**config.mk**
```make
export PLATFORM = sky130hd
export DESIGN_NAME = ysyx_25040109_lsu_axi_master_flat
export DESIGN_NICKNAME = d
export VERILOG_FILES = /design/src/rtl/ysyx_25040109_lsu_axi_master_pkg.sv /design/src/rtl/ysyx_25040109_lsu_axi_master_if.sv /design/src/rtl/ysyx_25040109_lsu_axi_master_align.sv /design/src/rtl/ysyx_25040109_lsu_axi_master.sv /design/src/flat_wrapper.sv
export SDC_FILE = /design/constraint.sdc
export NUM_CORES = 1
export LEC_CHECK = 0
export ABC_CLOCK_PERIOD_IN_PS = 6040
export BUFFER_PORTS_ARGS = -buffer_cell sky130_fd_sc_hd__buf_4
export CORE_MARGIN = 5
export CORE_UTILIZATION = 50
export CTS_BUF_LIST = sky130_fd_sc_hd__clkbuf_2
export CTS_CLUSTER_SIZE = 28
export DETAILED_ROUTE_END_ITERATION = 16
export GPL_TIMING_DRIVEN = 1
export PLACE_DENSITY = 0.91
export SKIP_CTS_REPAIR_TIMING = 1
export SKIP_LAST_GASP = 1
export SYNTH_ARGS = -nofsm -noshare
export SYNTH_HDL_FRONTEND = slang
export SYNTH_SLANG_ARGS = --single-unit
export TNS_END_PERCENT = 30
```
**constraint.sdc**
```tcl
create_clock -name clk -period 6.04 [get_ports clk]
set_clock_uncertainty 0.1 [all_clocks]
set_input_delay 1.208 -clock clk [delete_from_list [all_inputs] [get_ports clk]]
set_output_delay 1.208 -clock clk [all_outputs]
set_load 0.03 [all_outputs]
```
**src/rtl/ysyx_25040109_lsu_axi_master_pkg.sv**
```systemverilog
// Shared types for the LSU AXI-lite initiator: access size codes, bus response
// code, FSM states and the alignment rule used by the optional misalign trap
// (YSYX_25040109_LSU_MISALIGN_TRAP_EN).
package ysyx_25040109_lsu_axi_master_pkg;

  typedef enum logic [1:0] {
    SIZE_B = 2'd0,
    SIZE_H = 2'd1,
    SIZE_W = 2'd2,
    SIZE_X = 2'd3   // illegal encoding, handled as a word
  } lsu_size_e;

  localparam logic [1:0] RESP_OKAY = 2'b00;

  typedef enum logic [2:0] {
    ST_IDLE = 3'd0,
    ST_AR   = 3'd1,
    ST_R    = 3'd2,
    ST_WR   = 3'd3,
    ST_B    = 3'd4,
    ST_RESP = 3'd5
  } lsu_state_e;

  // True when the low address bits violate the natural alignment of the size.
  function automatic logic is_misaligned(input lsu_size_e size, input logic [1:0] off);
    case (size)
      SIZE_B:  return 1'b0;
      SIZE_H:  return off[0];
      default: return off != 2'b00;
    endcase
  endfunction

endpackage

```
**src/rtl/ysyx_25040109_lsu_axi_master_if.sv**
```systemverilog
// AXI-lite style single-port memory bus (AR/R/AW/W/B) between the LSU
// initiator and the arbiter/memory side.
interface ysyx_25040109_lsu_axi_master_if #(
  parameter int unsigned ADDR_W = 32,
  parameter int unsigned DATA_W = 32
);
  logic                  arvalid;
  logic                  arready;
  logic [ADDR_W-1:0]     araddr;
  logic                  rvalid;
  logic                  rready;
  logic [DATA_W-1:0]     rdata;
  logic [1:0]            rresp;
  logic                  awvalid;
  logic                  awready;
  logic [ADDR_W-1:0]     awaddr;
  logic                  wvalid;
  logic                  wready;
  logic [DATA_W-1:0]     wdata;
  logic [DATA_W/8-1:0]   wstrb;
  logic                  bvalid;
  logic                  bready;
  logic [1:0]            bresp;

  modport master (
    output arvalid, araddr, rready, awvalid, awaddr, wvalid, wdata, wstrb, bready,
    input  arready, rvalid, rdata, rresp, awready, wready, bvalid, bresp
  );

  modport slave (
    input  arvalid, araddr, rready, awvalid, awaddr, wvalid, wdata, wstrb, bready,
    output arready, rvalid, rdata, rresp, awready, wready, bvalid, bresp
  );
endinterface

```
**src/rtl/ysyx_25040109_lsu_axi_master_align.sv**
```systemverilog
// Combinational byte-lane steering for the LSU: write strobes, replicated
// store data, and load data shifted, truncated and sign/zero extended.
// Low address bits below the size alignment are ignored (half uses a[1],
// word uses lane 0).
module ysyx_25040109_lsu_axi_master_align
  import ysyx_25040109_lsu_axi_master_pkg::*;
(
  input  logic [1:0]  i_off,
  input  lsu_size_e   i_size,
  input  logic        i_unsigned,
  input  logic [31:0] i_wdata,
  input  logic [31:0] i_rdata,
  output logic [3:0]  o_wstrb,
  output logic [31:0] o_wdata,
  output logic [31:0] o_rdata
);

  logic [1:0]  w_lane;
  logic [31:0] w_shifted;

  // Pick the size-aligned lane, the strobe pattern and replicated store data
  always_comb begin
    w_lane  = 2'b00;
    o_wstrb = 4'b1111;
    o_wdata = i_wdata;
    case (i_size)
      SIZE_B: begin
        w_lane  = i_off;
        o_wstrb = 4'b0001 << i_off;
        o_wdata = {4{i_wdata[7:0]}};
      end
      SIZE_H: begin
        w_lane  = {i_off[1], 1'b0};
        o_wstrb = 4'b0011 << {i_off[1], 1'b0};
        o_wdata = {2{i_wdata[15:0]}};
      end
      default: ;
    endcase
  end

  assign w_shifted = i_rdata >> {w_lane, 3'b000};

  // Truncate the shifted read word to the access size and extend it
  always_comb begin
    o_rdata = w_shifted;
    case (i_size)
      SIZE_B: o_rdata = i_unsigned ? {24'h0, w_shifted[7:0]}
                                   : {{24{w_shifted[7]}}, w_shifted[7:0]};
      SIZE_H: o_rdata = i_unsigned ? {16'h0, w_shifted[15:0]}
                                   : {{16{w_shifted[15]}}, w_shifted[15:0]};
      default: ;
    endcase
  end

endmodule

```
**src/rtl/ysyx_25040109_lsu_axi_master.sv**
```systemverilog
// LSU AXI-lite initiator: one blocking load (AR/R) or store (AW/W/B) per CPU
// request, registered bus outputs, result held until the CPU accepts it.
// Optional YSYX_25040109_LSU_MISALIGN_TRAP_EN: misaligned half/word accesses
// skip the bus and answer with resp_err the cycle after accept.
module ysyx_25040109_lsu_axi_master
  import ysyx_25040109_lsu_axi_master_pkg::*;
#(
  parameter int unsigned ADDR_W = 32,
  parameter int unsigned DATA_W = 32
) (
  input  logic              clk,
  input  logic              rst,
  input  logic              req_valid,
  output logic              req_ready,
  input  logic              req_wen,
  input  logic [ADDR_W-1:0] req_addr,
  input  logic [DATA_W-1:0] req_wdata,
  input  logic [1:0]        req_size,
  input  logic              req_unsigned,
  output logic              resp_valid,
  input  logic              resp_ready,
  output logic [DATA_W-1:0] resp_rdata,
  output logic              resp_err,
  ysyx_25040109_lsu_axi_master_if.master mem
);

  lsu_state_e          r_state;
  logic [1:0]          r_off;
  lsu_size_e           r_size;
  logic                r_uns;
  logic                r_arvalid;
  logic [ADDR_W-1:0]   r_araddr;
  logic                r_rready;
  logic                r_awvalid;
  logic [ADDR_W-1:0]   r_awaddr;
  logic                r_wvalid;
  logic [DATA_W-1:0]   r_wdata;
  logic [3:0]          r_wstrb;
  logic                r_bready;
  logic                r_aw_done;
  logic                r_w_done;
  logic                r_resp_valid;
  logic [DATA_W-1:0]   r_resp_rdata;
  logic                r_resp_err;

  lsu_size_e           w_req_size;
  logic [1:0]          w_al_off;
  lsu_size_e           w_al_size;
  logic [3:0]          w_wstrb;
  logic [DATA_W-1:0]   w_wdata;
  logic [DATA_W-1:0]   w_rdata_ext;
  logic                w_aw_done;
  logic                w_w_done;

  assign w_req_size = lsu_size_e'(req_size);

  // One aligner serves both directions: in IDLE it sees the incoming store,
  // afterwards the latched request that the read data belongs to.
  assign w_al_off  = (r_state == ST_IDLE) ? req_addr[1:0] : r_off;
  assign w_al_size = (r_state == ST_IDLE) ? w_req_size    : r_size;

  ysyx_25040109_lsu_axi_master_align u_align (
    .i_off      (w_al_off),
    .i_size     (w_al_size),
    .i_unsigned (r_uns),
    .i_wdata    (req_wdata),
    .i_rdata    (mem.rdata),
    .o_wstrb    (w_wstrb),
    .o_wdata    (w_wdata),
    .o_rdata    (w_rdata_ext)
  );

  assign w_aw_done = r_aw_done | (r_awvalid & mem.awready);
  assign w_w_done  = r_w_done  | (r_wvalid  & mem.wready);

  // Transaction FSM with registered bus and response outputs
  always_ff @(posedge clk or negedge rst) begin
    if (!rst) begin
      r_state      <= ST_IDLE;
      r_off        <= '0;
      r_size       <= SIZE_B;
      r_uns        <= 1'b0;
      r_arvalid    <= 1'b0;
      r_araddr     <= '0;
      r_rready     <= 1'b0;
      r_awvalid    <= 1'b0;
      r_awaddr     <= '0;
      r_wvalid     <= 1'b0;
      r_wdata      <= '0;
      r_wstrb      <= '0;
      r_bready     <= 1'b0;
      r_aw_done    <= 1'b0;
      r_w_done     <= 1'b0;
      r_resp_valid <= 1'b0;
      r_resp_rdata <= '0;
      r_resp_err   <= 1'b0;
    end else begin
      case (r_state)
        ST_IDLE: begin
          if (req_valid) begin
            r_off  <= req_addr[1:0];
            r_size <= w_req_size;
            r_uns  <= req_unsigned;
`ifdef YSYX_25040109_LSU_MISALIGN_TRAP_EN
            if (is_misaligned(w_req_size, req_addr[1:0])) begin
              r_resp_valid <= 1'b1;
              r_resp_err   <= 1'b1;
              r_resp_rdata <= '0;
              r_state      <= ST_RESP;
            end else
`endif
            if (req_wen) begin
              r_awvalid <= 1'b1;
              r_wvalid  <= 1'b1;
              r_awaddr  <= {req_addr[ADDR_W-1:2], 2'b00};
              r_wdata   <= w_wdata;
              r_wstrb   <= w_wstrb;
              r_aw_done <= 1'b0;
              r_w_done  <= 1'b0;
              r_state   <= ST_WR;
            end else begin
              r_arvalid <= 1'b1;
              r_araddr  <= {req_addr[ADDR_W-1:2], 2'b00};
              r_state   <= ST_AR;
            end
          end
        end
        ST_AR: begin
          if (mem.arready) begin
            r_arvalid <= 1'b0;
            r_rready  <= 1'b1;
            r_state   <= ST_R;
          end
        end
        ST_R: begin
          if (mem.rvalid) begin
            r_rready     <= 1'b0;
            r_resp_valid <= 1'b1;
            r_resp_rdata <= w_rdata_ext;
            r_resp_err   <= (mem.rresp != RESP_OKAY);
            r_state      <= ST_RESP;
          end
        end
        ST_WR: begin
          // AW and W complete independently; B waits for both.
          if (r_awvalid && mem.awready) r_awvalid <= 1'b0;
          if (r_wvalid && mem.wready)   r_wvalid  <= 1'b0;
          r_aw_done <= w_aw_done;
          r_w_done  <= w_w_done;
          if (w_aw_done && w_w_done) begin
            r_aw_done <= 1'b0;
            r_w_done  <= 1'b0;
            r_bready  <= 1'b1;
            r_state   <= ST_B;
          end
        end
        ST_B: begin
          if (mem.bvalid) begin
            r_bready     <= 1'b0;
            r_resp_valid <= 1'b1;
            r_resp_rdata <= '0;
            r_resp_err   <= (mem.bresp != RESP_OKAY);
            r_state      <= ST_RESP;
          end
        end
        ST_RESP: begin
          if (resp_ready) begin
            r_resp_valid <= 1'b0;
            r_resp_err   <= 1'b0;
            r_state      <= ST_IDLE;
          end
        end
        default: r_state <= ST_IDLE;
      endcase
    end
  end

  assign req_ready   = (r_state == ST_IDLE);
  assign resp_valid  = r_resp_valid;
  assign resp_rdata  = r_resp_rdata;
  assign resp_err    = r_resp_err;

  assign mem.arvalid = r_arvalid;
  assign mem.araddr  = r_araddr;
  assign mem.rready  = r_rready;
  assign mem.awvalid = r_awvalid;
  assign mem.awaddr  = r_awaddr;
  assign mem.wvalid  = r_wvalid;
  assign mem.wdata   = r_wdata;
  assign mem.wstrb   = r_wstrb;
  assign mem.bready  = r_bready;

endmodule

```
**src/flat_wrapper.sv**
```systemverilog
// flat-port wrapper written by rule: the top's interface ports become plain ports
module ysyx_25040109_lsu_axi_master_flat import ysyx_25040109_lsu_axi_master_pkg::*;
#(
  parameter int unsigned ADDR_W = 32,
  parameter int unsigned DATA_W = 32
)
  (clk, rst, req_valid, req_ready, req_wen, req_addr, req_wdata, req_size, req_unsigned, resp_valid, resp_ready, resp_rdata, resp_err, mem_arvalid, mem_araddr, mem_rready, mem_awvalid, mem_awaddr, mem_wvalid, mem_wdata, mem_wstrb, mem_bready, mem_arready, mem_rvalid, mem_rdata, mem_rresp, mem_awready, mem_wready, mem_bvalid, mem_bresp);
  ysyx_25040109_lsu_axi_master_if #(.ADDR_W(ADDR_W), .DATA_W(DATA_W)) mem_i ();
  input  logic clk;
  input  logic rst;
  input  logic req_valid;
  output logic req_ready;
  input  logic req_wen;
  input  logic [ADDR_W-1:0] req_addr;
  input  logic [DATA_W-1:0] req_wdata;
  input  logic [1:0] req_size;
  input  logic req_unsigned;
  output logic resp_valid;
  input  logic resp_ready;
  output logic [DATA_W-1:0] resp_rdata;
  output logic resp_err;
  output wire logic [$bits(mem_i.arvalid)-1:0] mem_arvalid;
  output wire logic [$bits(mem_i.araddr)-1:0] mem_araddr;
  output wire logic [$bits(mem_i.rready)-1:0] mem_rready;
  output wire logic [$bits(mem_i.awvalid)-1:0] mem_awvalid;
  output wire logic [$bits(mem_i.awaddr)-1:0] mem_awaddr;
  output wire logic [$bits(mem_i.wvalid)-1:0] mem_wvalid;
  output wire logic [$bits(mem_i.wdata)-1:0] mem_wdata;
  output wire logic [$bits(mem_i.wstrb)-1:0] mem_wstrb;
  output wire logic [$bits(mem_i.bready)-1:0] mem_bready;
  input wire logic [$bits(mem_i.arready)-1:0] mem_arready;
  input wire logic [$bits(mem_i.rvalid)-1:0] mem_rvalid;
  input wire logic [$bits(mem_i.rdata)-1:0] mem_rdata;
  input wire logic [$bits(mem_i.rresp)-1:0] mem_rresp;
  input wire logic [$bits(mem_i.awready)-1:0] mem_awready;
  input wire logic [$bits(mem_i.wready)-1:0] mem_wready;
  input wire logic [$bits(mem_i.bvalid)-1:0] mem_bvalid;
  input wire logic [$bits(mem_i.bresp)-1:0] mem_bresp;
  assign mem_arvalid = mem_i.arvalid;
  assign mem_araddr = mem_i.araddr;
  assign mem_rready = mem_i.rready;
  assign mem_awvalid = mem_i.awvalid;
  assign mem_awaddr = mem_i.awaddr;
  assign mem_wvalid = mem_i.wvalid;
  assign mem_wdata = mem_i.wdata;
  assign mem_wstrb = mem_i.wstrb;
  assign mem_bready = mem_i.bready;
  assign mem_i.arready = mem_arready;
  assign mem_i.rvalid = mem_rvalid;
  assign mem_i.rdata = mem_rdata;
  assign mem_i.rresp = mem_rresp;
  assign mem_i.awready = mem_awready;
  assign mem_i.wready = mem_wready;
  assign mem_i.bvalid = mem_bvalid;
  assign mem_i.bresp = mem_bresp;
  ysyx_25040109_lsu_axi_master #(.ADDR_W(ADDR_W), .DATA_W(DATA_W)) u_core (.clk(clk), .rst(rst), .req_valid(req_valid), .req_ready(req_ready), .req_wen(req_wen), .req_addr(req_addr), .req_wdata(req_wdata), .req_size(req_size), .req_unsigned(req_unsigned), .resp_valid(resp_valid), .resp_ready(resp_ready), .resp_rdata(resp_rdata), .resp_err(resp_err), .mem(mem_i));
endmodule
```
* Yosys cells after proc, flatten, opt, wreduce, memory -nomap -nowiden *
Index checks and enable logic that the tools add are counted.

storage, ports and cells
  register bits = 145
  input port bits = 113
  output and inout port bits = 140

operators by class
  equal/unequal tests = 16
  shifts and indexed selects = 3
  muxes and demuxes = 48
  bitwise logic cells = 5
  reductions and logical operators = 25

operator list
  kind                 number
  $pmux 32 s2          3
  $mux 32              4
  $shr 32x5->32        1
  $mux 1               20
  $mux 3               6
  $pmux 3 s6           1
  $reduce_and 3->1     6
  $reduce_and 4->1     4
  $pmux 1 s2           7
  $reduce_bool 2->1    7
  $ne 2x2->1 const B   6
  $ne 2x1->1 const B   4
  $pmux 4 s2           1
  $eq 3x2->1 const B   2
  $eq 3x3->1 const B   2
  $mux 2               3
  $pmux 1 s3           2
  $reduce_and 6->1     1
  $pmux 2 s2           1
  $shl 1x2->4 const A  1
  $shl 2x2->4 const A  1
  $eq 3x1->1 const B   1
  $logic_and 1x1->1    3
  $logic_not 3->1      1
  7 further kinds      9

* Logic depth before layout (Yosys ltp) *
  word-level depth = 9
  mapped depth = 10
  gate-level depth less buffers = 6

* Hierarchy *
A second synthesis with hierarchy kept.

unflattened totals
  cell total of the unflattened synthesis = 586
  area total of the unflattened synthesis = 7,134.3 um^2

by module, submodules not included
  module                              times used  cells each  area an instance (um^2)  seq. area each (um^2)
  ysyx_25040109_lsu_axi_master        1           442         5,841.9                  3,628.5
  ysyx_25040109_lsu_axi_master_align  1           144         1,292.5                  0.0

* Least setup slack after synthesis *
OpenSTA, ideal clock, no wires.

  path kind = input -> register
  start = input req_addr[1]
  end = register u_core.r_resp_rdata[22] (netlist: u_core.resp_rdata[22])
  library setup time = 0.126 ns
  data arrival time = 2.478 ns
  data required time = 5.814 ns
  path slack = 3.336 ns
  stages on the path = 6
  path buffers = 1
  cells stage by stage = nor2b_1 mux2i_4 mux2_4 a22oi_4 buf_6 o21ai_2

between the ends
  longest elaborated chain between the ends = 7
  elaborated cells on any way between the ends = 8

ends and longest elaborated chain
  item                               line                                                                                text
  start, declared                    flat_wrapper.sv:14                                                                  input logic [ADDR_W-1:0] req_addr;
  $mux 2 (*)                         ysyx_25040109_lsu_axi_master.sv:59                                                  assign w_al_off = (r_state == ST_IDLE) ? req_addr[1:0] : r_off;
  $pmux 2 s2 (*)                     ysyx_25040109_lsu_axi_master_align.sv:26                                            case (i_size)
  $shr 32x5->32 (*)                  ysyx_25040109_lsu_axi_master_align.sv:41                                            assign w_shifted = i_rdata >> {w_lane, 3'b000};
  $mux 32, on equally long branches  ysyx_25040109_lsu_axi_master_align.sv:49, ysyx_25040109_lsu_axi_master_align.sv:47
  $pmux 32 s2 (*)                    ysyx_25040109_lsu_axi_master_align.sv:46                                            case (i_size)
  $mux 32 (*)                        ysyx_25040109_lsu_axi_master.sv:136                                                 if (mem.rvalid) begin
  $pmux 32 s2 (*)                    ysyx_25040109_lsu_axi_master.sv:98                                                  case (r_state)
  end signal, assigned               ysyx_25040109_lsu_axi_master.sv:139                                                 r_resp_rdata <= w_rdata_ext;
  end, declared                      ysyx_25040109_lsu_axi_master.sv:43                                                  logic [DATA_W-1:0] r_resp_rdata;

Every way passes the cells marked *; elsewhere a longest branch is shown, timed or not. The select of a mux whose other input is x is not followed.
A chain may end at the register's enable or synchronous reset.

* Final worst setup path *
  start = register u_core.r_state[1]
  end = output req_ready

between the ends
  longest elaborated chain between the ends = 1

ends and longest elaborated chain
  item                    line                                 text
  start, declared         ysyx_25040109_lsu_axi_master.sv:27   lsu_state_e r_state;
  start signal, assigned  ysyx_25040109_lsu_axi_master.sv:79   r_state <= ST_IDLE;
  start signal, assigned  ysyx_25040109_lsu_axi_master.sv:120  r_state <= ST_WR;
  start signal, assigned  ysyx_25040109_lsu_axi_master.sv:124  r_state <= ST_AR;
  $logic_not 3->1         ysyx_25040109_lsu_axi_master.sv:178  assign req_ready = (r_state == ST_IDLE);
  end, declared           flat_wrapper.sv:12                   output logic req_ready;

Every way passes these cells.

==> impl_metrics.tcl <==
set metrics [dict create \
    design_area_um2 8640 \
    worstMarginPinSlew_ps 1150 \
    vias 5341 \
    fmax_ghz 0.259 \
    yosys_warnings 0 \
    worst_setup_path_end_kind "output port" \
    cellPowerDensity_nw_per_um2 595 \
    final_cells 961 \
    place_area_um2 8360 \
    cp.arrival_ps 2550 \
    grt_use_total_pct 25.6 \
    finalCritPeriodShare_pct 63.8 \
    setup-tns-final_ps 0 \
    grt_pass1_vias 5716 \
    wl_um 19300 \
    nets 888 \
    crit_path_max_fanout 18 \
    syn_area_um2 6450 \
    core_area_um2 12600 \
    critPathKind "reg -> out" \
    overflow 0 \
    antenna_found_initial 1 \
    syn_inst 540 \
    cts_root_buffer "clkbuf_2" \
    die_x_um 124 \
    num_rows 41 \
    setup_viol 0 \
    drtIter0Drc 314 \
    crit_path_top_delay_cell "or3_1" \
    power_leakage_nw 4.19 \
    dp_cells 928 \
    ant_nets 0 \
    drt_pre_antenna_iters 5 \
    wire_per_inst_um 20.1 \
    fin_crit_ps 3860 \
    cts.clk_slew.worst_paths_ps 220 \
    start_kind "flop" \
    cpPeakStageDelay_ps 650 \
    ys_types 48 \
    synthFlopType "dfrtp_1" \
    cts_sinks 145 \
    die_area_um2 15300 \
    cp.required_ps 4730 \
    hpwl_um 14500 \
    io_pins 253 \
    drcViolationCount 0 \
    drive_above_1_share_pct 48.1 \
    synth_edf_count 0 \
    die_height_um 124 \
    ir_worst_vdd_mv 0.403 \
    maxSlewViolCount 0 \
    total_power_mw 5.14 \
    maxCapViolCount 0 \
    relSlewSlack_pct 22.7 \
    synth_area_per_cell_um2 11.9 \
    cts_buffer_depth 2 \
    cts_tree "done" \
    path_cells "or3_1 > inv_2 > buf_4" \
    ys_seq_area_share_pct 56.3 \
    start_util_pct 51.1 \
    hold_path.class "in -> async" \
    synth_seq_cells 145 \
    cp_top_family "simple AND/OR/NAND/NOR gates" \
    grt_max_degree 95 \
    async_flop_share_pct 100 \
    cp_num_buf_inv 2 \
    htree_levels 4 \
    grt_setup_unrepaired "false" \
    vias_per_cell 5.56 \
    grt_pass1_wl_um 29600 \
    status "finished, final reports clean" \
    area_growth_pct 33.9 \
    numCtsBuffers 17 \
    io_buffer_count 248 \
    place_congestion 0.895 \
    insertion_delay_ps 730 \
    hold_viol_final 0 \
]
cell type report:
class,instances,area (um2)
Timing Repair Buffer,250,1880
Antenna cell,1,2.50
Inverter,6,22.5
Clock buffer,18,90.1
Multi-Input combinational cell,355,2620
Tap cell,172,215
Clock inverter,14,179
Fill cell,915,3980
Sequential cell,145,3630
through the flow:
stage	utilization (%)	hold slack (ps)	worst slack, ps
after floorplan	-	351	3340
after global placement	66.3	358	2690
after detailed placement	66.3	361	2580
after CTS	68.4	365	2110
after global routing	68.4	370	1970
final	68.4	385	2180
state kept, by name (all words and copies together) (netlist names), 2 cells and up:
signal             count
u_core.mem.wdata      32
u_core.resp_rdata     32
u_core.mem.araddr     30
u_core.mem.awaddr     30
u_core.mem.wstrb       4
u_core.r_state         3
u_core.r_off           2
u_core.r_size          2
layer usage:
layer  up-vias  GRT usage, %  share of wire (%)
met5         -             0                  0
met4         0          11.5                2.9
met3        45          10.8                 10
met2       258          43.4                 51
met1      2622          28.0                 36
li1       2416             -                  -
report_power, final:
group          total [mW]  switching (mW)  leakage, nW  internal [mW]
logic                2.80            1.71         2.24           1.09
clock network       0.615           0.376        0.154          0.239
registers            1.72           0.320         1.80           1.40
cell usage after synthesis (2+ instances only):
cell / instances / share of area [%]
a22o_1: 3 / 0.41
o211ai_1: 7 / 0.82
buf_4: 5 / 0.58
clkbuf_1: 14 / 0.82
a22oi_1: 24 / 2.8
a221oi_1: 8 / 1.1
nor2b_1: 12 / 1.2
o21ai_2: 10 / 1.4
dfrtp_1: 145 / 56
a21o_1: 3 / 0.35
o21ai_1: 14 / 1.1
or3_1: 2 / 0.19
o21ai_0: 42 / 3.3
mux2_4: 2 / 0.47
mux2_2: 74 / 13
nor3_1: 2 / 0.16
a21oi_1: 16 / 1.2
buf_2: 12 / 0.93
mux2_1: 6 / 1.0
nand3_1: 15 / 1.2
buf_6: 4 / 0.70
inv_1: 5 / 0.29
nand2b_1: 3 / 0.29
nor4b_1: 2 / 0.27
nand2_1: 55 / 3.2
mux2i_1: 18 / 2.8
nor2_2: 2 / 0.19
buf_1: 2 / 0.12
o31ai_1: 3 / 0.35
nor2_1: 12 / 0.70
kinds of logic (layout without fill, tap and decap cells):
family	after synthesis	count (layout)	share of synthesized area [%]
compound gates	139	139	14.5
buf+inv	43	288	3.49
simple gates	110	110	7.88
other cells	1	5	0.0582
mux	102	102	17.8
flops	145	145	56.3
placed cells by master (no fill, tap or decap), types with 4 or more instances in the layout:
| cell type | n |
|---|---|
| mux2_1 | 6 |
| inv_1 | 5 |
| nand3_1 | 14 |
| mux2i_1 | 18 |
| dfrtp_1 | 145 |
| mux2_2 | 74 |
| a221oi_1 | 8 |
| nand2_1 | 55 |
| clkinv_4 | 4 |
| conb_1 | 4 |
| nor2b_1 | 12 |
| o211ai_1 | 7 |
| nor2_1 | 12 |
| a22oi_1 | 24 |
| o21ai_0 | 42 |
| o21ai_1 | 14 |
| a21oi_1 | 16 |
| clkbuf_2 | 18 |
| inv_6 | 4 |
| buf_4 | 249 |
| o21ai_2 | 10 |
path summary, 6_finish.rpt:
check,cells after the start,from,slack (ps),endpoint
max reg2reg,5,u_core.r_state[1],2680,u_core.resp_rdata[21]
min,1,rst,390,u_core.resp_valid
max,3,u_core.r_state[1],2180,req_ready
max in group asynchronous,2,rst,4210,u_core.mem.araddr[22]
min in group clk,2,u_core.mem.wstrb[3],400,u_core.mem.wstrb[3]
min reg2reg,2,u_core.mem.wstrb[3],400,u_core.mem.wstrb[3]
Power figures use the tool's default switching activity.
